--- config.mk ---
export PLATFORM = sky130hd
export DESIGN_NAME = stat_counters
export DESIGN_NICKNAME = d
export VERILOG_FILES = /design/src/rtl/stat_pkg.sv /design/src/rtl/stat_hex_ser.sv /design/src/rtl/stat_counters.sv
export SDC_FILE = /design/constraint.sdc
export NUM_CORES = 1
export LEC_CHECK = 0
export BUFFER_PORTS_ARGS = -buffer_cell sky130_fd_sc_hd__buf_2
export CORE_MARGIN = 2
export CORE_UTILIZATION = 36
export CTS_CLUSTER_DIAMETER = 60
export DETAILED_ROUTE_END_ITERATION = 10
export HOLD_SLACK_MARGIN = 0.03
export MAX_ROUTING_LAYER = met4
export SLEW_MARGIN = 20
export SYNTH_ARGS = -nofsm -noshare
export SYNTH_HDL_FRONTEND = slang
export SYNTH_SLANG_ARGS = --single-unit
--- constraint.sdc ---
create_clock -name clk -period 3.1 [get_ports clk]
set_input_delay 0.465 -clock clk [delete_from_list [all_inputs] [get_ports clk]]
set_output_delay 0.465 -clock clk [all_outputs]
set_load 0.01 [all_outputs]
--- src/rtl/stat_pkg.sv ---
// Shared types and helpers for the statistics counter bank.
// Holds the report FSM encoding and ASCII formatting constants.
package stat_pkg;

    typedef enum logic [2:0] {
        ST_IDLE,
        ST_DIGIT,
        ST_SEP,
        ST_CR,
        ST_LF
    } state_t;

    localparam logic [7:0] SP = 8'h20;
    localparam logic [7:0] CR = 8'h0D;
    localparam logic [7:0] LF = 8'h0A;

    function automatic logic [7:0] hex2ascii(input logic [3:0] n);
        if (n < 4'd10) return 8'h30 + {4'h0, n};
        else           return 8'h37 + {4'h0, n};
    endfunction

endpackage

--- src/rtl/stat_hex_ser.sv ---
// Snapshot of all counters streamed out as one ASCII hex line.
// One character per handshake; out_char is held while stalled.
module stat_hex_ser
    import stat_pkg::*;
#(
    parameter int N = 4,
    parameter int W = 16
) (
    input  logic                clk,
    input  logic                resetn,
    input  logic                snap,
    input  logic [N-1:0][W-1:0] cnt,
    output logic                out_vld,
    input  logic                out_ready,
    output logic [7:0]          out_char,
    output logic                busy
);

    localparam int CW = (N > 1) ? $clog2(N) : 1;
    localparam int NW = (W > 4) ? $clog2(W / 4) : 1;
    localparam logic [CW-1:0] CH_LAST  = CW'(N - 1);
    localparam logic [NW-1:0] NIB_LAST = NW'(W / 4 - 1);

    state_t               state, state_n;
    logic [N-1:0][W-1:0]  shadow, src;
    logic [CW-1:0]        ch, ch_n;
    logic [NW-1:0]        nib, nib_n;
    logic                 vld_n;
    logic [7:0]           char_n;
    logic                 xfer;

    assign busy = (state != ST_IDLE);
    assign xfer = out_vld && out_ready;

    always_ff @(posedge clk) begin
        if (!resetn) begin
            state    <= ST_IDLE;
            shadow   <= '0;
            ch       <= '0;
            nib      <= '0;
            out_vld  <= 1'b0;
            out_char <= 8'h00;
        end else begin
            state    <= state_n;
            ch       <= ch_n;
            nib      <= nib_n;
            out_vld  <= vld_n;
            out_char <= char_n;
            if (snap) shadow <= cnt;
        end
    end

    always_comb begin
        state_n = state;
        ch_n    = ch;
        nib_n   = nib;
        vld_n   = out_vld;
        char_n  = out_char;
        src     = shadow;
        unique case (state)
            ST_IDLE: begin
                if (snap) begin
                    state_n = ST_DIGIT;
                    ch_n    = '0;
                    nib_n   = NIB_LAST;
                    vld_n   = 1'b1;
                    // shadow loads this edge, so format from the live values
                    src     = cnt;
                end
            end
            ST_DIGIT: begin
                if (xfer) begin
                    if (nib != '0) begin
                        nib_n = nib - 1'b1;
                    end else if (ch != CH_LAST) begin
                        state_n = ST_SEP;
                        ch_n    = ch + 1'b1;
                    end else begin
                        state_n = ST_CR;
                    end
                end
            end
            ST_SEP: begin
                if (xfer) begin
                    state_n = ST_DIGIT;
                    nib_n   = NIB_LAST;
                end
            end
            ST_CR: begin
                if (xfer) state_n = ST_LF;
            end
            ST_LF: begin
                if (xfer) begin
                    state_n = ST_IDLE;
                    vld_n   = 1'b0;
                end
            end
            default: begin
                state_n = ST_IDLE;
                vld_n   = 1'b0;
            end
        endcase
        unique case (state_n)
            ST_DIGIT: char_n = hex2ascii(src[ch_n][{nib_n, 2'b00} +: 4]);
            ST_SEP:   char_n = SP;
            ST_CR:    char_n = CR;
            ST_LF:    char_n = LF;
            default:  char_n = out_char;
        endcase
    end

endmodule

--- src/rtl/stat_counters.sv ---
// Bank of saturating event counters with clear, snapshot dump
// over a byte stream, and a registered display tap.
module stat_counters
    import stat_pkg::*;
#(
    parameter int N           = 4,
    parameter int W           = 16,
    parameter bit CLR_ON_DUMP = 1'b0,
    localparam int SW         = (N > 1) ? $clog2(N) : 1
) (
    input  logic          clk,
    input  logic          resetn,
    input  logic [N-1:0]  evt,
    input  logic          clr,
    input  logic          dump,
    input  logic [SW-1:0] disp_sel,
    output logic [W-1:0]  disp_val,
    output logic          out_vld,
    input  logic          out_ready,
    output logic [7:0]    out_char,
    output logic          busy
);

    logic [N-1:0][W-1:0] cnt;
    logic                snap;

    assign snap = dump && !busy;

    always_ff @(posedge clk) begin
        if (!resetn) begin
            cnt <= '0;
        end else begin
            for (int i = 0; i < N; i++) begin
                if (clr) begin
                    cnt[i] <= '0;
                end else if (CLR_ON_DUMP && snap) begin
                    cnt[i] <= W'(evt[i]);
                end else if (evt[i] && (cnt[i] != '1)) begin
                    cnt[i] <= cnt[i] + 1'b1;
                end
            end
        end
    end

    always_ff @(posedge clk) begin
        if (!resetn) begin
            disp_val <= '0;
        end else if (32'(disp_sel) < N) begin
            disp_val <= cnt[disp_sel];
        end else begin
            disp_val <= '0;
        end
    end

    stat_hex_ser #(
        .N (N),
        .W (W)
    ) u_ser (
        .clk       (clk),
        .resetn    (resetn),
        .snap      (snap),
        .cnt       (cnt),
        .out_vld   (out_vld),
        .out_ready (out_ready),
        .out_char  (out_char),
        .busy      (busy)
    );

endmodule

==> impl_results.html, run 1 <==
<table>
<tr><th>Metric</th><th>Value</th></tr>
<tr><th colspan="2">Final layout</th></tr>
<tr><td>Share of cells above drive strength 1</td><td>17.8%</td></tr>
<tr><td>Commonest non-fill, non-tap cell in the layout</td><td>sky130_fd_sc_hd__nand2_1</td></tr>
<tr><td>P&amp;R area growth vs syn</td><td>19.6%</td></tr>
<tr><td>Utilization after layout</td><td>43.7%</td></tr>
<tr><td># diodes</td><td>0</td></tr>
<tr><td>Commonest cells after routing, fill and taps aside</td><td>sky130_fd_sc_hd__nand2_1 (174), sky130_fd_sc_hd__dfxtp_1 (158), sky130_fd_sc_hd__nor2_1 (92)</td></tr>
<tr><td>Total number of nets in the final design</td><td>932</td></tr>
<tr><td>Count of filler cells inserted in the layout</td><td>2011</td></tr>
<tr><th colspan="2">Power and ir drop</th></tr>
<tr><td>Net switching component of the power</td><td>1.24 mW</td></tr>
<tr><td>Part of the power in registers</td><td>42.5%</td></tr>
<tr><td>Power density normalized to cell area</td><td>561 nW/um^2</td></tr>
<tr><td>Worst-case vdd ir drop</td><td>395 uV</td></tr>
<tr><td>Net switching share of the total power</td><td>25.1%</td></tr>
<tr><td>Gate power share</td><td>10.5%</td></tr>
<tr><td>Leakage power of the design</td><td>3.20 nW</td></tr>
<tr><td>Fraction of power consumed by the clock network</td><td>47.1%</td></tr>
<tr><td>Cell internal pwr</td><td>3.70 mW</td></tr>
<tr><th colspan="2">Min path</th></tr>
<tr><td>Min-delay worst type</td><td>in -&gt; reg</td></tr>
<tr><th colspan="2">Critical path</th></tr>
<tr><td>Critical path required time</td><td>3420 ps</td></tr>
<tr><td>Worst Path Class, Setup</td><td>reg -&gt; reg</td></tr>
<tr><td>Max FO, Critical Path</td><td>5</td></tr>
<tr><td>Critical Path Source Type</td><td>flip-flop</td></tr>
<tr><td>Crit path capture type</td><td>flip-flop</td></tr>
<tr><td>Biggest cell delay along the critical path</td><td>560 ps</td></tr>
<tr><td>Critical-path cell list</td><td>or4b_4 -&gt; a22o_4 -&gt; and2_4 -&gt; mux2i_2 -&gt; mux2i_1 -&gt; mux2_2 -&gt; a21oi_2 -&gt; ha_1 -&gt; inv_1 -&gt; o31ai_1 -&gt; nor3_1 -&gt; o211a_1</td></tr>
<tr><td>Family with the most delay on the worst path</td><td>compound AO/OA/AOI/OAI gates</td></tr>
<tr><td>Crit path buf inv count</td><td>1</td></tr>
<tr><td>Crit path DAT</td><td>3330 ps</td></tr>
<tr><td>Cell at the slowest stage of the critical path</td><td>sky130_fd_sc_hd__or4b_4</td></tr>
<tr><th colspan="2">Die</th></tr>
<tr><td>Die Y</td><td>147 um</td></tr>
<tr><td>Die outline width</td><td>147 um</td></tr>
<tr><td>Cell row count</td><td>52</td></tr>
<tr><td>Initial Utilization</td><td>36.5%</td></tr>
<tr><td>Floorplan die area</td><td>21600 um^2</td></tr>
<tr><td>Floorplan core area</td><td>20200 um^2</td></tr>
<tr><td>Count of pins on the block boundary</td><td>37</td></tr>
<tr><th colspan="2">Run</th></tr>
<tr><td>Max-capacitance violation count</td><td>0</td></tr>
<tr><th colspan="2">Clock tree</th></tr>
<tr><td>Number of sinks handled by clock tree synthesis</td><td>159</td></tr>
<tr><td>Root buffer selected by CTS</td><td>sky130_fd_sc_hd__clkbuf_16</td></tr>
<tr><td>Maximum buffer depth of the clock tree</td><td>2</td></tr>
<tr><td>Cts-stage hold buffer count</td><td>0</td></tr>
<tr><td>Clock tree from TritonCTS</td><td>done</td></tr>
<tr><td>Clk pin slew, worst setup/hold paths</td><td>60 ps</td></tr>
<tr><td>Number of buffers inserted during clock tree synthesis</td><td>17</td></tr>
<tr><td>Clock insertion delay at the later pin of the skew report</td><td>430 ps</td></tr>
<tr><td>Depth of the CTS H-tree</td><td>4</td></tr>
<tr><th colspan="2">Timing</th></tr>
<tr><td>Max-slew violation total from the final report</td><td>0</td></tr>
<tr><td>Final clock period utilization by the worst path</td><td>97.1%</td></tr>
<tr><td>Setup repair after global routing missed its margin</td><td>true</td></tr>
<tr><td>Number of endpoints with negative hold slack in the final report</td><td>0</td></tr>
<tr><td>Worst relative slew slack</td><td>52.9%</td></tr>
<tr><td>Setup-violating endpoint count in the final report</td><td>0</td></tr>
<tr><td>Post-route worst setup slack</td><td>89.6 ps</td></tr>
<tr><td>Clock Skews</td><td>10.2 ps</td></tr>
<tr><td>Tightest Pin Transition</td><td>707 ps</td></tr>
<tr><td>Maximum clock frequency</td><td>0.332 GHz</td></tr>
<tr><td>Final critical-path required period</td><td>3010 ps</td></tr>
<tr><th colspan="2">Yosys</th></tr>
<tr><td>Post-synthesis sequential area ratio</td><td>43.2%</td></tr>
<tr><td>Synth Flop Type</td><td>sky130_fd_sc_hd__dfxtp_1</td></tr>
<tr><td>Post-synthesis register bit count</td><td>159</td></tr>
<tr><td>Avg Inst Size Synth</td><td>8.57 um^2</td></tr>
<tr><td>Ranking of synthesized cells by area</td><td>sky130_fd_sc_hd__dfxtp_1 (43%), sky130_fd_sc_hd__nand2_1 (8.9%), sky130_fd_sc_hd__a21oi_1 (5.4%)</td></tr>
<tr><td>Yosys warnings</td><td>0</td></tr>
<tr><td>Proportion of netlist area held by the largest area contributor</td><td>43.2%</td></tr>
<tr><td>Synthesized netlist cell count</td><td>859</td></tr>
<tr><td>Total standard cell area after synthesis</td><td>7370 um^2</td></tr>
<tr><td>Largest area contributor in the netlist</td><td>sky130_fd_sc_hd__dfxtp_1</td></tr>
<tr><td>Post-synthesis cell type count</td><td>66</td></tr>
<tr><td>Post-synth net total</td><td>875</td></tr>
<tr><td>Fraction of registers with async set/reset</td><td>0%</td></tr>
<tr><td>Number of enable flip-flop cells after synthesis</td><td>0</td></tr>
<tr><th colspan="2">Routing</th></tr>
<tr><td>Number of iterations in the first detailed-routing pass</td><td>5</td></tr>
<tr><td>Vias</td><td>6319</td></tr>
<tr><td>First-iteration detailed-routing DRC count</td><td>490</td></tr>
<tr><td>Drc violations</td><td>0</td></tr>
<tr><td>Number of nets with antenna violations after detailed routing</td><td>0</td></tr>
<tr><td>Per-cell via count in the routed design</td><td>5.27</td></tr>
<tr><td>Wire length per cell</td><td>17.1 um</td></tr>
<tr><td>Final routed wirelength across all metal layers</td><td>20500 um</td></tr>
<tr><th colspan="2">Global route</th></tr>
<tr><td>Wire length of the first global-routing pass</td><td>32000 um</td></tr>
<tr><td>Number of global-route vias before repair</td><td>6016</td></tr>
<tr><td>Number of antenna violations at the first check in global routing</td><td>0</td></tr>
<tr><td>Total routing usage reported by global routing</td><td>19.7%</td></tr>
<tr><td>Sum of overflow across all layers after global routing</td><td>0</td></tr>
<tr><td>Largest net degree at the start of global routing</td><td>65</td></tr>
<tr><th colspan="2">Placed design</th></tr>
<tr><td>RePlAce Congestion</td><td>0.853</td></tr>
<tr><td>Worst slack after detailed placement</td><td>-81.5 ps</td></tr>
<tr><td>Port bufs</td><td>35</td></tr>
<tr><td>Post-detail-place hpwl</td><td>14300 um</td></tr>
<tr><th colspan="2">Run status</th></tr>
<tr><td>Run status</td><td>completed</td></tr>
</table>
-- power by group through the flow --
stage	logic [mW]	clock network (mW)	registers, mW
2_1_floorplan	0.315	0	2.14
3_3_place_gp	0.495	0	2.14
3_5_place_dp	0.496	0	2.14
4_1_cts	0.498	2.36	2.10
5_1_grt	0.567	2.45	2.10
6_report	0.518	2.32	2.10
-- path summary, 6_finish.rpt --
path | start | end | slack, ps | cells after the start
worst min-delay path | evt[2] | cnt[44]$_SDFFE_PP0P_ | 440 | 4
worst max register to register | u_ser.state[1]$_SDFF_PN0_ | u_ser.out_char[6]$_SDFFE_PN0P_ | 90 | 12
worst max-delay path | u_ser.state[1]$_SDFF_PN0_ | u_ser.out_char[6]$_SDFFE_PN0P_ | 90 | 12
worst min register to register | u_ser.shadow[31]$_SDFF_PN0_ | u_ser.shadow[31]$_SDFF_PN0_ | 450 | 2
-- timing repair --
item	CTS	global route
endpoints found under the hold margin	0	0
endpoints found under the setup margin	0	4
gates resized for setup	0	8
setup buffers	0	2
-- cell families (layout without fill, tap and decap cells) --
kind of cell / Yosys count / after routing / synth area share, %
XOR/XNOR: 56 / 56 / 6.66
buffers and inverters: 64 / 132 / 3.72
AND/OR/NAND/NOR: 386 / 388 / 23.7
other: 1 / 1 / 0.0509
flip-flops: 159 / 159 / 43.2
adder cells (fa/ha/maj): 5 / 5 / 0.849
multiplexers: 46 / 46 / 9.21
AO/OA/AOI/OAI: 142 / 142 / 12.6
-- worst min-delay path: cells and delay by family --
kind | cells | cell delay [ps]
muxes | 1 | 70
buffers and inverters | 1 | 120
and+or+nand+nor | 2 | 170
-- per-layer routing --
metal  part of all wire [%]  vias to the layer above  GRT usage, %
met5                      0                        -             -
met4                    2.8                        0          8.32
met3                    4.5                       34          2.92
met2                     47                      179          31.1
met1                     46                     3010          25.4
li1                       -                     3096             -
-- registers in the layout, summed over array words and instances (netlist names) --
name	cells
u_ser.out_vld	1
u_ser.shadow	64
u_ser.ch	2
disp_val	16
u_ser.nib	2
cnt	64
u_ser.state	3
u_ser.out_char	7
-- cell type report --
cell class / instances / area [um^2] / area share (%)
Tap cell: 270 / 338 / 3.83
Clock buffer: 18 / 439 / 4.98
Clock inverter: 14 / 215 / 2.44
Timing Repair Buffer: 86 / 613 / 6.96
Multi-Input combinational cell: 638 / 3970 / 45.0
Sequential cell: 159 / 3180 / 36.1
Inverter: 14 / 52.6 / 0.596
-- cells in the mapped netlist, types with 3 or more instances --
| master | instances |
|---|---|
| sky130_fd_sc_hd__nand2_1 | 174 |
| sky130_fd_sc_hd__dfxtp_1 | 159 |
| sky130_fd_sc_hd__nor2_1 | 92 |
| sky130_fd_sc_hd__a21oi_1 | 79 |
| sky130_fd_sc_hd__xor2_1 | 35 |
| sky130_fd_sc_hd__clkbuf_1 | 34 |
| sky130_fd_sc_hd__nand3_1 | 32 |
| sky130_fd_sc_hd__mux2i_1 | 25 |
| sky130_fd_sc_hd__xnor2_1 | 21 |
| sky130_fd_sc_hd__and2_1 | 19 |
| sky130_fd_sc_hd__mux4_2 | 17 |
| sky130_fd_sc_hd__inv_1 | 14 |
| sky130_fd_sc_hd__nand4_1 | 14 |
| sky130_fd_sc_hd__and3_1 | 10 |
| sky130_fd_sc_hd__nor3_1 | 9 |
| sky130_fd_sc_hd__buf_1 | 8 |
| sky130_fd_sc_hd__o21ai_0 | 8 |
| sky130_fd_sc_hd__and4_1 | 7 |
| sky130_fd_sc_hd__a31oi_1 | 6 |
| sky130_fd_sc_hd__o211ai_1 | 6 |
| sky130_fd_sc_hd__ha_1 | 5 |
| sky130_fd_sc_hd__o31ai_1 | 5 |
| sky130_fd_sc_hd__or3_1 | 5 |
| sky130_fd_sc_hd__a2111oi_0 | 4 |
| sky130_fd_sc_hd__a211oi_1 | 4 |
| sky130_fd_sc_hd__a311oi_1 | 4 |
| sky130_fd_sc_hd__mux2_2 | 4 |
| sky130_fd_sc_hd__nand2b_1 | 4 |
| sky130_fd_sc_hd__o31a_1 | 4 |
| sky130_fd_sc_hd__buf_2 | 3 |
| sky130_fd_sc_hd__buf_6 | 3 |
| sky130_fd_sc_hd__nor4_1 | 3 |
-- per-stage QoR --
stage	hold slack, ps	setup TNS, ps	std cells	power (mW)	area, um^2
3_5_place_dp	444	-116	1162	2.64	8080
5_1_grt	453	-55.6	1199	5.12	8810
4_1_cts	425	0	1194	4.96	8730
2_1_floorplan	432	-29.6	859	2.46	7370
6_report	438	0	1199	4.94	8810
3_3_place_gp	441	-55.6	1162	2.64	8080
Power figures use the tool's default switching activity.
==> inputs of run 2 (changes only) <==
--- a/config.mk
+++ b/config.mk
@@ -11,7 +11,6 @@
 export CTS_CLUSTER_DIAMETER = 60
 export DETAILED_ROUTE_END_ITERATION = 10
 export HOLD_SLACK_MARGIN = 0.03
-export MAX_ROUTING_LAYER = met4
 export SLEW_MARGIN = 20
 export SYNTH_ARGS = -nofsm -noshare
 export SYNTH_HDL_FRONTEND = slang
==> run 2 against run 1 <==
Register-to-register slack better by 20 ps. Total power barely moved. Clock-buffer cell count did not move. Via count rose by 0.65%. Utilization unchanged. Maximum frequency is 0.82% higher. Final cell count unchanged. Critical endpoint unchanged. Routed wire length is 0.52% higher.
==> impl_results.html, run 2 (synthesis gave the netlist of run 1 again) <==
<table>
<tr><th>Metric</th><th>Value</th></tr>
<tr><th colspan="2">Timing</th></tr>
<tr><td>Setup repair after global routing missed its margin</td><td>true</td></tr>
<tr><td>Final critical-path required period</td><td>2990 ps</td></tr>
<tr><td>Setup-violating endpoint count in the final report</td><td>0</td></tr>
<tr><td>Sum of negative setup slack</td><td>0 ps</td></tr>
<tr><td>Maximum clock frequency</td><td>0.335 GHz</td></tr>
<tr><td>Max-slew violation total from the final report</td><td>0</td></tr>
<tr><td>Tightest Pin Transition</td><td>720 ps</td></tr>
<tr><td>Worst relative slew slack</td><td>52.0%</td></tr>
<tr><td>Number of endpoints with negative hold slack in the final report</td><td>0</td></tr>
<tr><td>Clock Skews</td><td>11.1 ps</td></tr>
<tr><td>Final clock period utilization by the worst path</td><td>96.3%</td></tr>
<tr><th colspan="2">Final layout</th></tr>
<tr><td># diodes</td><td>0</td></tr>
<tr><td>Share of cells above drive strength 1</td><td>17.8%</td></tr>
<tr><td>Number of standard cells in the final layout excluding fillers</td><td>1199</td></tr>
<tr><td>Commonest cells after routing, fill and taps aside</td><td>sky130_fd_sc_hd__nand2_1 (174), sky130_fd_sc_hd__dfxtp_1 (158), sky130_fd_sc_hd__nor2_1 (92)</td></tr>
<tr><td>Largest registers in the final layout</td><td>cnt (64), u_ser.shadow (64), disp_val (16)</td></tr>
<tr><td>Commonest non-fill, non-tap cell in the layout</td><td>sky130_fd_sc_hd__nand2_1</td></tr>
<tr><td>P&amp;R area growth vs syn</td><td>19.6%</td></tr>
<tr><td>Count of filler cells inserted in the layout</td><td>2011</td></tr>
<tr><td>Total number of nets in the final design</td><td>932</td></tr>
<tr><th colspan="2">Die</th></tr>
<tr><td>Cell row count</td><td>52</td></tr>
<tr><td>Floorplan core area</td><td>20200 um^2</td></tr>
<tr><td>Die outline width</td><td>147 um</td></tr>
<tr><td>Initial Utilization</td><td>36.5%</td></tr>
<tr><td>Count of pins on the block boundary</td><td>37</td></tr>
<tr><td>Floorplan die area</td><td>21600 um^2</td></tr>
<tr><td>Die Y</td><td>147 um</td></tr>
<tr><th colspan="2">Routing</th></tr>
<tr><td>First-iteration detailed-routing DRC count</td><td>532</td></tr>
<tr><td>Number of iterations in the first detailed-routing pass</td><td>5</td></tr>
<tr><td>Final routed wirelength across all metal layers</td><td>20600 um</td></tr>
<tr><td>Drc violations</td><td>0</td></tr>
<tr><td>Number of nets with antenna violations after detailed routing</td><td>0</td></tr>
<tr><td>Per-cell via count in the routed design</td><td>5.30</td></tr>
<tr><td>Wire length per cell</td><td>17.2 um</td></tr>
<tr><td>Vias</td><td>6360</td></tr>
<tr><th colspan="2">Min path</th></tr>
<tr><td>Min-delay worst type</td><td>in -&gt; reg</td></tr>
<tr><th colspan="2">Placed design</th></tr>
<tr><td>Port bufs</td><td>35</td></tr>
<tr><td>RePlAce Congestion</td><td>0.840</td></tr>
<tr><td>Post-detail-place hpwl</td><td>14300 um</td></tr>
<tr><td>Number of placed cells counting well taps</td><td>1162</td></tr>
<tr><th colspan="2">Critical path</th></tr>
<tr><td>Crit path capture type</td><td>flip-flop</td></tr>
<tr><td>Critical path required time</td><td>3420 ps</td></tr>
<tr><td>Worst Path Class, Setup</td><td>reg -&gt; reg</td></tr>
<tr><td>Crit path DAT</td><td>3310 ps</td></tr>
<tr><td>Biggest cell delay along the critical path</td><td>560 ps</td></tr>
<tr><td>Cell at the slowest stage of the critical path</td><td>sky130_fd_sc_hd__or4b_4</td></tr>
<tr><td>Critical Path Source Type</td><td>flip-flop</td></tr>
<tr><td>Max FO, Critical Path</td><td>5</td></tr>
<tr><td>R2R Setup Slk</td><td>110 ps</td></tr>
<tr><td>Critical-path cell list</td><td>or4b_4 -&gt; a22o_4 -&gt; and2_4 -&gt; mux2i_2 -&gt; mux2i_1 -&gt; mux2_2 -&gt; a21oi_2 -&gt; ha_1 -&gt; inv_1 -&gt; o31ai_1 -&gt; nor3_1 -&gt; o211a_1</td></tr>
<tr><th colspan="2">Global route</th></tr>
<tr><td>Number of antenna violations at the first check in global routing</td><td>0</td></tr>
<tr><td>Number of global-route vias before repair</td><td>6019</td></tr>
<tr><td>Wire length of the first global-routing pass</td><td>32000 um</td></tr>
<tr><td>Largest net degree at the start of global routing</td><td>65</td></tr>
<tr><td>Total routing usage reported by global routing</td><td>19.2%</td></tr>
<tr><td>Sum of overflow across all layers after global routing</td><td>0</td></tr>
<tr><th colspan="2">Clock tree</th></tr>
<tr><td>Depth of the CTS H-tree</td><td>4</td></tr>
<tr><td>Clock tree from TritonCTS</td><td>done</td></tr>
<tr><td>Number of sinks handled by clock tree synthesis</td><td>159</td></tr>
<tr><td>Clk pin slew, worst setup/hold paths</td><td>60 ps</td></tr>
<tr><td>Cts-stage hold buffer count</td><td>0</td></tr>
<tr><td>Clock insertion delay at the later pin of the skew report</td><td>430 ps</td></tr>
<tr><td>Number of buffers inserted during clock tree synthesis</td><td>17</td></tr>
<tr><td>Root buffer selected by CTS</td><td>sky130_fd_sc_hd__clkbuf_16</td></tr>
<tr><td>Maximum buffer depth of the clock tree</td><td>2</td></tr>
<tr><th colspan="2">Run status</th></tr>
<tr><td>Run status</td><td>completed</td></tr>
<tr><th colspan="2">Power and ir drop</th></tr>
<tr><td>Power density normalized to cell area</td><td>561 nW/um^2</td></tr>
<tr><td>Worst-case vdd ir drop</td><td>398 uV</td></tr>
<tr><td>Leakage power of the design</td><td>3.20 nW</td></tr>
<tr><th colspan="2">Run</th></tr>
<tr><td>Max-capacitance violation count</td><td>0</td></tr>
</table>
run 2: cell counts in the layout (fill, tap and decap cells not counted):
No cell type changed its count.
run 2: cell type report:
cell class                 instances  area, um^2  area share, %
clock buffer                      18         439           4.98
clock inverter                    14         215           2.44
inverter                          14        52.6          0.596
multi-input combinational        638        3970           45.0
sequential                       159        3180           36.1
tap                              270         338           3.83
timing repair buffer              86         613           6.96
run 2: worst paths after layout:
check / startpoint / endpoint / cells past startpoint
min: evt[2] / cnt[44]$_SDFFE_PP0P_ / 4
min reg2reg: u_ser.shadow[61]$_SDFF_PN0_ / u_ser.shadow[61]$_SDFF_PN0_ / 2
max: u_ser.state[1]$_SDFF_PN0_ / u_ser.out_char[6]$_SDFFE_PN0P_ / 12
max reg2reg: u_ser.state[1]$_SDFF_PN0_ / u_ser.out_char[6]$_SDFFE_PN0P_ / 12
run 2: critical path, delay by kind of cell (launching register included):
family          cells  cell delay (ps)
mux                 3              560
fa+ha+maj           1              180
compound gates      4              930
flops               1              340
simple gates        3              840
buf+inv             1               40
run 2: timing repair:
action | 4_1_cts | 5_1_grt
setup endpoints to repair | 0 | 4
setup buffers | 0 | 2
gates resized for setup | 0 | 8
run 2: power by group:
part	switching (mW)	leakage, nW	internal (mW)
Clock	0.920	0.323	1.40
Combinational	0.298	1.59	0.220
Sequential	0.0248	1.28	2.07
Total	1.24	3.20	3.70
run 2: per-layer routing:
| metal | routed length [um] | GRT usage [%] |
|---|---|---|
| met5 | 0 | 0 |
| met4 | 603 | 8.32 |
| met3 | 902 | 2.92 |
| met1 | 9440 | 25.4 |
| met2 | 9670 | 31.1 |
run 2: through the flow:
stage	power [mW]	utilization (%)	worst slack (ps)	area (um^2)	hold WS, ps
after global routing	5.12	43.7	-25.4	8810	451
final	4.94	43.7	114	8810	434
after detailed placement	2.64	40.0	-81.5	8080	444
after global placement	2.64	40.0	-48.7	8080	441
after floorplan	2.46	-	-29.6	7370	432
after CTS	4.96	43.3	43.3	8730	425
==> inputs of run 3 (changes only) <==
--- a/config.mk
+++ b/config.mk
@@ -6,6 +6,7 @@
 export NUM_CORES = 1
 export LEC_CHECK = 0
 export BUFFER_PORTS_ARGS = -buffer_cell sky130_fd_sc_hd__buf_2
+export CORE_ASPECT_RATIO = 1.2
 export CORE_MARGIN = 2
 export CORE_UTILIZATION = 36
 export CTS_CLUSTER_DIAMETER = 60
==> run 3 against run 2 <==
Non-clock buffer count is 4 higher. Critical path type unchanged. Global-route usage is 0.37 points lower. Register-to-register slack worse by 40 ps.
==> impl_results.html, run 3 (synthesis gave the netlist of run 1 again) <==
<table>
<tr><th>Metric</th><th>Value</th></tr>
<tr><th colspan="2">Power and ir drop</th></tr>
<tr><td>Leakage power of the design</td><td>3.22 nW</td></tr>
<tr><td>Power density normalized to cell area</td><td>550 nW/um^2</td></tr>
<tr><td>Fraction of power consumed by the clock network</td><td>45.9%</td></tr>
<tr><td>Net switching share of the total power</td><td>24.4%</td></tr>
<tr><td>Worst-case vdd ir drop</td><td>425 uV</td></tr>
<tr><td>Gate power share</td><td>11.5%</td></tr>
<tr><td>Net switching component of the power</td><td>1.20 mW</td></tr>
<tr><td>Cell internal pwr</td><td>3.71 mW</td></tr>
<tr><td>Part of the power in registers</td><td>42.7%</td></tr>
<tr><th colspan="2">Placed design</th></tr>
<tr><td>Number of placed cells counting well taps</td><td>1150</td></tr>
<tr><td>Port bufs</td><td>35</td></tr>
<tr><td>Worst slack after detailed placement</td><td>-16.5 ps</td></tr>
<tr><td>RePlAce Congestion</td><td>0.858</td></tr>
<tr><td>Post-detail-place hpwl</td><td>14200 um</td></tr>
<tr><th colspan="2">Global route</th></tr>
<tr><td>Number of antenna violations at the first check in global routing</td><td>0</td></tr>
<tr><td>Number of global-route vias before repair</td><td>5803</td></tr>
<tr><td>Largest net degree at the start of global routing</td><td>65</td></tr>
<tr><td>Sum of overflow across all layers after global routing</td><td>0</td></tr>
<tr><td>Wire length of the first global-routing pass</td><td>31600 um</td></tr>
<tr><td>Total routing usage reported by global routing</td><td>18.8%</td></tr>
<tr><th colspan="2">Die</th></tr>
<tr><td>Cell row count</td><td>57</td></tr>
<tr><td>Count of pins on the block boundary</td><td>37</td></tr>
<tr><td>Floorplan core area</td><td>20200 um^2</td></tr>
<tr><td>Die outline width</td><td>135 um</td></tr>
<tr><td>Floorplan die area</td><td>21600 um^2</td></tr>
<tr><td>Die Y</td><td>161 um</td></tr>
<tr><td>Initial Utilization</td><td>36.5%</td></tr>
<tr><th colspan="2">Routing</th></tr>
<tr><td>First-iteration detailed-routing DRC count</td><td>525</td></tr>
<tr><td>Drc violations</td><td>0</td></tr>
<tr><td>Wire length per cell</td><td>17.1 um</td></tr>
<tr><td>Vias</td><td>6363</td></tr>
<tr><td>Per-cell via count in the routed design</td><td>5.31</td></tr>
<tr><td>Number of iterations in the first detailed-routing pass</td><td>5</td></tr>
<tr><td>Number of nets with antenna violations after detailed routing</td><td>0</td></tr>
<tr><td>Final routed wirelength across all metal layers</td><td>20500 um</td></tr>
<tr><th colspan="2">Clock tree</th></tr>
<tr><td>Root buffer selected by CTS</td><td>sky130_fd_sc_hd__clkbuf_16</td></tr>
<tr><td>Depth of the CTS H-tree</td><td>4</td></tr>
<tr><td>Cts-stage hold buffer count</td><td>0</td></tr>
<tr><td>Clk pin slew, worst setup/hold paths</td><td>60 ps</td></tr>
<tr><td>Number of buffers inserted during clock tree synthesis</td><td>17</td></tr>
<tr><td>Number of sinks handled by clock tree synthesis</td><td>159</td></tr>
<tr><td>Clock insertion delay at the later pin of the skew report</td><td>420 ps</td></tr>
<tr><td>Maximum buffer depth of the clock tree</td><td>2</td></tr>
<tr><td>Clock tree from TritonCTS</td><td>done</td></tr>
<tr><th colspan="2">Critical path</th></tr>
<tr><td>Critical path required time</td><td>3420 ps</td></tr>
<tr><td>Crit path capture type</td><td>flip-flop</td></tr>
<tr><td>Cell at the slowest stage of the critical path</td><td>sky130_fd_sc_hd__or4b_4</td></tr>
<tr><td>Library cell appearing most often on the critical path</td><td>sky130_fd_sc_hd__and4_1</td></tr>
<tr><td>Max FO, Critical Path</td><td>6</td></tr>
<tr><td>Depth of the worst register-to-register path</td><td>10</td></tr>
<tr><td>Biggest cell delay along the critical path</td><td>550 ps</td></tr>
<tr><td>Worst Path Class, Setup</td><td>reg -&gt; reg</td></tr>
<tr><td>Crit path DAT</td><td>3340 ps</td></tr>
<tr><td>Critical Path Source Type</td><td>flip-flop</td></tr>
<tr><td>Critical-path cell list</td><td>or4b_4 -&gt; a22o_4 -&gt; and2_4 -&gt; mux2i_1 -&gt; o221ai_1 -&gt; and4_1 -&gt; a21oi_4 -&gt; buf_4 -&gt; or4b_1 -&gt; and4_1</td></tr>
<tr><th colspan="2">Final layout</th></tr>
<tr><td>Share of cells above drive strength 1</td><td>19.3%</td></tr>
<tr><td>Area used by multi-input combinational logic</td><td>4050 um^2</td></tr>
<tr><td># diodes</td><td>0</td></tr>
<tr><td>P&amp;R area growth vs syn</td><td>21.3%</td></tr>
<tr><td>Count of filler cells inserted in the layout</td><td>1988</td></tr>
<tr><td>Total number of nets in the final design</td><td>936</td></tr>
<tr><td>Commonest cells after routing, fill and taps aside</td><td>sky130_fd_sc_hd__nand2_1 (173), sky130_fd_sc_hd__dfxtp_1 (157), sky130_fd_sc_hd__nor2_1 (92)</td></tr>
<tr><td>Largest registers in the final layout</td><td>cnt (64), u_ser.shadow (64), disp_val (16)</td></tr>
<tr><td>Commonest non-fill, non-tap cell in the layout</td><td>sky130_fd_sc_hd__nand2_1</td></tr>
<tr><td>Reg area</td><td>3190 um^2</td></tr>
<tr><td>Number of standard cells in the final layout excluding fillers</td><td>1198</td></tr>
<tr><th colspan="2">Timing</th></tr>
<tr><td>Clock Skews</td><td>8.21 ps</td></tr>
<tr><td>Setup-violating endpoint count in the final report</td><td>0</td></tr>
<tr><td>Number of endpoints with negative hold slack in the final report</td><td>0</td></tr>
<tr><td>Tightest Pin Transition</td><td>790 ps</td></tr>
<tr><td>Worst relative slew slack</td><td>47.3%</td></tr>
<tr><td>Post-route worst setup slack</td><td>75.9 ps</td></tr>
<tr><td>Maximum clock frequency</td><td>0.331 GHz</td></tr>
<tr><td>Setup repair after global routing missed its margin</td><td>true</td></tr>
<tr><td>Final critical-path required period</td><td>3020 ps</td></tr>
<tr><td>Max-slew violation total from the final report</td><td>0</td></tr>
<tr><td>Final clock period utilization by the worst path</td><td>97.6%</td></tr>
<tr><th colspan="2">Min path</th></tr>
<tr><td>Min-delay worst type</td><td>in -&gt; reg</td></tr>
<tr><td>Min-Delay Path Depth</td><td>3</td></tr>
<tr><th colspan="2">Run status</th></tr>
<tr><td>Run status</td><td>completed</td></tr>
<tr><th colspan="2">Run</th></tr>
<tr><td>Max-capacitance violation count</td><td>0</td></tr>
</table>
## run 3: cell count changes in the layout (fill, tap and decap cells not counted), sizes merged
cell      before  now
buf           85   88
clkbuf        19   21
clkinv         0    6
clkinvlp       0    3
inv           24   14
## run 3: final cells by class
| type | count | share of cell area [%] |
|---|---|---|
| repair buffers | 90 | 7.52 |
| inverters | 14 | 0.588 |
| clock inverters | 13 | 2.10 |
| clock buffers | 19 | 5.07 |
| well taps | 265 | 3.71 |
| multi-input cells | 638 | 45.3 |
| flip-flops and latches | 159 | 35.7 |
## run 3: through the flow
step	util (%)	TNS, ps	cell area [um^2]	hold slack [ps]	total power [mW]
global placement	39.7	0	8020	443	2.63
global route	44.3	-27.2	8930	383	5.09
detailed placement	39.7	-43.5	8020	445	2.63
floorplan	-	-29.6	7370	432	2.46
finish	44.3	0	8930	363	4.91
CTS	42.9	0	8660	354	4.87
## run 3: path summary, 6_finish.rpt
path	from	end	slack, ps
worst min register to register	u_ser.shadow[23]$_SDFF_PN0_	u_ser.shadow[23]$_SDFF_PN0_	450
worst max-delay path	u_ser.state[2]$_SDFF_PN0_	u_ser.out_char[0]$_SDFFE_PN0P_	80
worst min-delay path	resetn	u_ser.out_char[3]$_SDFFE_PN0P_	360
worst max register to register	u_ser.state[2]$_SDFF_PN0_	u_ser.out_char[0]$_SDFFE_PN0P_	80
## run 3: power by group through the flow
stage | combinational (mW) | clock, mW | sequential (mW)
2_1_floorplan | 0.315 | 0 | 2.14
3_3_place_gp | 0.490 | 0 | 2.14
3_5_place_dp | 0.492 | 0 | 2.14
4_1_cts | 0.494 | 2.28 | 2.10
5_1_grt | 0.609 | 2.38 | 2.10
6_report | 0.563 | 2.25 | 2.10
## run 3: repair_timing
item                                   CTS  global route
gates resized for setup                  0            33
setup buffers                            0            12
endpoints found under the hold margin    0             0
setup endpoints to repair                0             5
## run 3: critical path: cells and delay by family, from the launching register on
family | cells | cell delay (ps)
AOI/OAI and AO/OA | 3 | 550
buffers and inverters | 1 | 140
DFF | 1 | 360
muxes | 1 | 130
and+or+nand+nor | 5 | 1740
## run 3: layer usage
metal	vias to the layer above	GRT usage (%)	routed length, um
li1	3085	-	-
met1	3056	25.9	9330
met2	184	29.4	9600
met3	38	2.68	921
met4	0	7.99	658
met5	-	0	0
